### src/rtl/seq_comparator_32b_pkg.sv
`default_nettype none
// +----------------------------------------------------------------------+
// | seq_comparator_32b_pkg                                               |
// | Shared constants and state encoding for the byte-serial comparator.  |
// | Revision: 1.0                                                        |
// +----------------------------------------------------------------------+
package seq_comparator_32b_pkg;

  localparam int C_OPERAND_W = 32;
  localparam int C_SLICE_W   = 8;
  localparam int C_BEATS     = 4;
  localparam int C_IDX_W     = 2;

  localparam logic [C_IDX_W-1:0] C_IDX_TOP = C_IDX_W'(C_BEATS - 1);

  typedef enum logic [0:0] {
    IDLE = 1'b0,
    CMP  = 1'b1
  } state_t;

endpackage : seq_comparator_32b_pkg
`default_nettype wire

### src/rtl/seq_comparator_32b_cmp8.sv
`default_nettype none
// +----------------------------------------------------------------------+
// | comparator_8b                                                        |
// | Combinational unsigned magnitude compare of one byte slice.          |
// | Revision: 1.0                                                        |
// +----------------------------------------------------------------------+
module comparator_8b
  import seq_comparator_32b_pkg::*;
(
  input  logic [C_SLICE_W-1:0] i_a,
  input  logic [C_SLICE_W-1:0] i_b,
  output logic                 o_eq,
  output logic                 o_lt,
  output logic                 o_gt
);

  assign o_eq = (i_a == i_b);
  assign o_lt = (i_a <  i_b);
  assign o_gt = (i_a >  i_b);

endmodule : comparator_8b
`default_nettype wire

### src/rtl/seq_comparator_32b.sv
`default_nettype none
// +----------------------------------------------------------------------+
// | seq_comparator_32b                                                   |
// | Byte-serial 32-bit signed/unsigned comparator, MSB byte first with   |
// | early exit on the first differing byte.                              |
// | Revision: 1.0                                                        |
// +----------------------------------------------------------------------+
module seq_comparator_32b
  import seq_comparator_32b_pkg::*;
(
  input  logic                   clk,
  input  logic                   rst,
  input  logic                   start,
  input  logic [C_OPERAND_W-1:0] x,
  input  logic [C_OPERAND_W-1:0] y,
  input  logic                   is_signed,
  output logic                   busy,
  output logic                   done,
  output logic                   eq,
  output logic                   lt,
  output logic                   gt
);

  state_t                 r_state;
  state_t                 w_state_nxt;
  logic [C_OPERAND_W-1:0] r_a;
  logic [C_OPERAND_W-1:0] r_b;
  logic [C_IDX_W-1:0]     r_idx;
  logic                   r_done;
  logic                   r_eq;
  logic                   r_lt;
  logic                   r_gt;

  logic [C_SLICE_W-1:0]   w_a_slice;
  logic [C_SLICE_W-1:0]   w_b_slice;
  logic                   w_slice_eq;
  logic                   w_slice_lt;
  logic                   w_slice_gt;
  logic                   w_accept;
  logic [C_OPERAND_W-1:0] w_sign_flip;

  // Flipping the sign bit maps two's-complement order onto unsigned order.
  assign w_sign_flip = {is_signed, {(C_OPERAND_W-1){1'b0}}};
  assign w_accept    = (r_state == IDLE) && start;

  assign w_a_slice = r_a[{r_idx, 3'b000} +: C_SLICE_W];
  assign w_b_slice = r_b[{r_idx, 3'b000} +: C_SLICE_W];

  comparator_8b u_cmp8 (
    .i_a  (w_a_slice),
    .i_b  (w_b_slice),
    .o_eq (w_slice_eq),
    .o_lt (w_slice_lt),
    .o_gt (w_slice_gt)
  );

  always_comb begin
    w_state_nxt = r_state;
    case (r_state)
      IDLE:    if (start) w_state_nxt = CMP;
      CMP:     if (!w_slice_eq || (r_idx == '0)) w_state_nxt = IDLE;
      default: w_state_nxt = IDLE;
    endcase
  end

  always_ff @(posedge clk or posedge rst) begin
    if (rst) begin
      r_state <= IDLE;
    end else begin
      r_state <= w_state_nxt;
    end
  end

  always_ff @(posedge clk or posedge rst) begin
    if (rst) begin
      r_a    <= '0;
      r_b    <= '0;
      r_idx  <= C_IDX_TOP;
      r_done <= 1'b0;
      r_eq   <= 1'b0;
      r_lt   <= 1'b0;
      r_gt   <= 1'b0;
    end else begin
      r_done <= 1'b0;
      if (w_accept) begin
        r_a   <= x ^ w_sign_flip;
        r_b   <= y ^ w_sign_flip;
        r_idx <= C_IDX_TOP;
      end else if (r_state == CMP) begin
        if (!w_slice_eq) begin
          r_eq   <= 1'b0;
          r_lt   <= w_slice_lt;
          r_gt   <= w_slice_gt;
          r_done <= 1'b1;
        end else if (r_idx != '0) begin
          r_idx <= r_idx - 1'b1;
        end else begin
          r_eq   <= 1'b1;
          r_lt   <= 1'b0;
          r_gt   <= 1'b0;
          r_done <= 1'b1;
        end
      end
    end
  end

  assign busy = (r_state == CMP);
  assign done = r_done;
  assign eq   = r_eq;
  assign lt   = r_lt;
  assign gt   = r_gt;

endmodule : seq_comparator_32b
`default_nettype wire
### config.mk
export PLATFORM = sky130hd
export DESIGN_NAME = seq_comparator_32b
export DESIGN_NICKNAME = d
export VERILOG_FILES = /design/src/rtl/seq_comparator_32b_pkg.sv /design/src/rtl/seq_comparator_32b_cmp8.sv /design/src/rtl/seq_comparator_32b.sv
export SDC_FILE = /design/constraint.sdc
export NUM_CORES = 1
export LEC_CHECK = 0
export CORE_MARGIN = 1.5
export CORE_UTILIZATION = 54
export DETAILED_ROUTE_END_ITERATION = 6
export PLACE_DENSITY_LB_ADDON = 0.3
export SLEW_MARGIN = 20
export SYNTH_ARGS = -nofsm -noshare
export SYNTH_HDL_FRONTEND = slang
export SYNTH_SLANG_ARGS = --single-unit
### constraint.sdc
create_clock -name clk -period 3.8 [get_ports clk]
set_clock_uncertainty 0.15 [all_clocks]
set_input_delay 0.57 -clock clk [delete_from_list [all_inputs] [get_ports clk]]
set_output_delay 0.57 -clock clk [all_outputs]
set_load 0.01 [all_outputs]
==> qor_table.md <==
| Stage | Quantity | Value |
|:---|:---|:---|
| outcome | Result of the run | finished, final reports clean |
| sta | Fmax | 358.2 MHz |
| flow run | Max-capacitance violation count | 0 |
| grt | Overall overflow remaining after global route | 0 |
| clock network | Hold buffer count at CTS | 0 |
| yosys | Cell area after synthesis | 3333 µm² |
| critical path | Required time reported for the critical path endpoint | 3860 ps |
| pwr | Leakage | 0.001833 µW |
| routing | First-pass iteration count of the detailed router | 4 |
| grt | Antenna violations before repair | 0 |
| placed design | Placed Area | 4054 µm² |
| placed design | Final Wtd Congestion | 0.7610 |
| clock network | Clock transition at the register clock pins on the worst setup and hold paths after CTS | 60 ps |
| grt | M1 GR Usage | 0.2656 |
| critical path | Critical Setup Path Class | reg2reg |
| floorplanning | Top-level I/O count | 73 |
| sta | Setup tns final | 0 ps |
| yosys | Number of instances in the synthesized netlist | 214 |
| floorplanning | Area enclosed by the die boundary | 6653 µm² |
| clock network | CTS sink count | 71 |
| sta | Count of endpoints failing hold in the final timing report | 0 |
| hold path | Hold Path End | r_b[4]$_DFFE_PP0P_ |
| yosys | Mean instance size in the synthesized netlist | 15.58 µm² |
| sta | Worst Tran Pin Value | 840.8 ps |
| routing | Final routed DRC violation total | 0 |
| critical path | Crit-path slowest cell | sky130_fd_sc_hd__dfstp_2 |
| pwr | Cell Pwr Density | 445.2 nW/µm² |
| floorplanning | Y dimension of the die | 81.57 µm |
| critical path | Worst r2r src | r_idx[0]$_DFFE_PP1P_ |
| layout | Post-layout nets | 365 |
| grt | Overall global routing resource usage | 0.2081 |
| layout | Multi-input gate area | 1393 µm² |
| layout | Count of antenna diodes in the layout | 0 |
| layout | Layout overhead on the synthesized area | 27.33% |
| clock network | CTS H-tree depth | 3 |
| layout | Area occupied by registers | 1779 µm² |
| grt | Via count of the first global-routing pass | 2,056 |
| hold path | Worst hold path depth | 1 |
| yosys | Top cell type by total area after synthesis | sky130_fd_sc_hd__dfrtp_1 |
| yosys | Mapped Nets | 291 |
| yosys | Number of different library cells in the post-synthesis netlist | 27 |
| yosys | Synth area leaders | sky130_fd_sc_hd__dfrtp_1 (52%), sky130_fd_sc_hd__mux2_2 (20%), sky130_fd_sc_hd__mux4_2 (8.8%) |
| grt | Met3 track demand over resource in global routing | 0.06333 |
| critical path | Worst reg2reg endpoint | gt$_DFFE_PP0P_ |
| sta | Post-route clock period utilization | 0.7346 |
| routing | Detailed Route WL | 5893 µm |
| grt | Busiest layer in global routing | met2 |
| pwr | Maximum VDD drop | 286.4 µV |
| critical path | Biggest cell delay along the critical path | 880 ps |
| grt | Pin count of the biggest net entering global routing | 70 |
| routing | Routed vias/inst | 5.356 |
| sta | Final number of max-transition violations | 0 |
| critical path | Register-to-register setup slack | 1010 ps |
| clock network | # resized after CTS | 0 |
| grt | Global-route track usage on met2 | 0.3405 |
| layout | Layout filler cell count | 414 |
| sta | Final worst path period need | 2792 ps |
| clock network | Clock tree from TritonCTS | done |
| critical path | Type of destination of the critical path | flip-flop |
| critical path | Maximum fanout encountered on the critical timing path | 19 |
| floorplanning | Core region area | 5956 µm² |
| clock network | Maximum number of buffers from clock root to sink | 2 |
| yosys | Fraction of synthesized cell area taken by the top area cell type | 0.5180 |
| placed design | Count of port buffers added during placement | 72 |
| yosys | Number of warnings reported in the yosys synthesis log | 0 |
| layout | Most common library cell in the layout ignoring fill and taps | sky130_fd_sc_hd__clkdlybuf4s50_1 |
| routing | Number of antenna-violating nets in the routed design | 0 |
| floorplanning | Die X | 81.57 µm |
| hold path | Startpoint of the lowest-slack hold path | r_b[4]$_DFFE_PP0P_ |
| critical path | Length in cells of the worst reg-to-reg path | 6 |
| clock network | Setup repair bufs after CTS | 0 |
| routing | Detailed-route via count | 1,971 |
| critical path | Sort of element at the start of the critical path | flip-flop |
| layout | Top library cells by usage in the layout, fill and taps aside | sky130_fd_sc_hd__clkdlybuf4s50_1 (72), sky130_fd_sc_hd__dfrtp_1 (69), sky130_fd_sc_hd__mux2_2 (59) |
| critical path | CP arrival | 2860 ps |
| critical path | Chain of cells forming the critical path | mux4_1, ha_1, nand4_1, o21a_1, nor3b_1, a21oi_1 |
| layout | Final cell area excluding filler cells | 4244 µm² |
| clock network | Clock insertion delay at the later pin of the skew report | 340 ps |
| floorplanning | Initial Util | 0.5597 |
| yosys | Count of state elements after synthesis | 71 |
| sta | Setup repair after global routing missed its margin | false |
| routing | Mean routed wirelength per cell | 16.01 µm |
| placed design | Hpwl dp | 4139 µm |
| routing | Number of violations reported at the end of detailed-routing iteration 0 | 136 |
| grt | First-pass GRT wire length | 9991 µm |
| yosys | Share of synthesized area occupied by flip-flops and latches | 0.5338 |
| clock network | Root buf cell | sky130_fd_sc_hd__clkbuf_8 |
| layout | Fraction of final layout cells sized beyond drive strength 1 | 0.3276 |
| sta | Final setup viols | 0 |
| hold path | Type of the tightest min-delay check | reg2reg |
| sta | Relative slew slack | 0.4395 |
| clock network | CTS buffer count | 9 |
| pwr | Pwr Total | 1890 µW |
| floorplanning | Cell row count | 28 |
-- metrics by stage --
step | std cells | hold slack (ps) | util | setup slack (ps)
2_1_floorplan | 214 | 321.8 | - | 1237
3_3_place_gp | 352 | 335.2 | 0.6807 | 1046
5_1_grt | 368 | 370.0 | 0.7126 | 780.9
6_report | 368 | 352.8 | 0.7126 | 1008
4_1_cts | 368 | 357.1 | 0.7126 | 976.0
3_5_place_dp | 352 | 341.6 | 0.6807 | 992.5
-- synthesized netlist by cell type (all sizes together) --
library cell / n
ha: 9
nor3: 1
nor2: 6
mux2: 62
a21oi: 6
a211oi: 1
dfrtp: 69
nand2b: 1
inv: 12
xnor2: 2
o211ai: 1
mux4: 16
a21o: 1
buf: 9
nor2b: 3
nand4: 2
nand2: 2
o21a: 1
clkbuf: 3
dfstp: 2
o21ai: 1
mux2i: 2
nor3b: 1
o2bb2ai: 1
-- registers in the layout, summed over array words and instances (netlist names) --
| register | cells |
|---|---|
| gt | 1 |
| r_b | 32 |
| lt | 1 |
| r_a | 32 |
| done | 1 |
| busy | 1 |
| eq | 1 |
| r_idx | 2 |
-- how the worst max path moves through the flow --
stage / from / endpoint / slack [ps] / cells after the start
global placement: r_idx[0]$_DFFE_PP1P_ / gt$_DFFE_PP0P_ / 1050 / 6
CTS: r_idx[0]$_DFFE_PP1P_ / r_idx[1]$_DFFE_PP1P_ / 980 / 6
floorplan: r_idx[0]$_DFFE_PP1P_ / gt$_DFFE_PP0P_ / 1240 / 8
finish: r_idx[0]$_DFFE_PP1P_ / gt$_DFFE_PP0P_ / 1010 / 6
global route: r_idx[0]$_DFFE_PP1P_ / gt$_DFFE_PP0P_ / 780 / 6
detailed placement: r_idx[0]$_DFFE_PP1P_ / r_idx[1]$_DFFE_PP1P_ / 990 / 6
-- final cells by class --
class,count,area share
clock buffers,12,0.03420
clock inverters,4,0.01061
inverters,12,0.01061
multi-input cells,119,0.3281
flip-flops and latches,71,0.4192
well taps,75,0.02211
repair buffers,75,0.1751
-- per-layer routing --
| layer | vias to the layer above | routed length, µm |
|---|---|---|
| li1 | 925 | - |
| met1 | 989 | 2531 |
| met2 | 53 | 3076 |
| met3 | 4 | 238 |
| met4 | 0 | 46 |
| met5 | - | 0 |
-- where the power goes --
group	internal [µW]	switching, µW	leakage [µW]
Sequential	872	65.3	0.000829
Clock	318	254	0.000100
Combinational	251	129	0.000903
Total	1440	448	0.00183
-- worst max-delay path: cells and delay by family (launching register included) --
family / cells / cell delay, ps
multiplexers: 1 / 640
flip-flops: 1 / 880
AND/OR/NAND/NOR: 2 / 400
adder cells (fa/ha/maj): 1 / 320
AO/OA/AOI/OAI: 2 / 270
-- kinds of logic (layout without fill, tap and decap cells) --
logic type,count (synthesis),in the layout,share of synthesized area
DFF,71,71,0.5338
xor gates and xnor gates,2,2,0.005256
adders and majority gates,9,9,0.03378
buffers and inverters,24,103,0.05068
AOI/OAI and AO/OA,12,12,0.02215
and+or+nand+nor,16,16,0.02402
muxes,80,80,0.3303
Power figures use the tool's default switching activity.
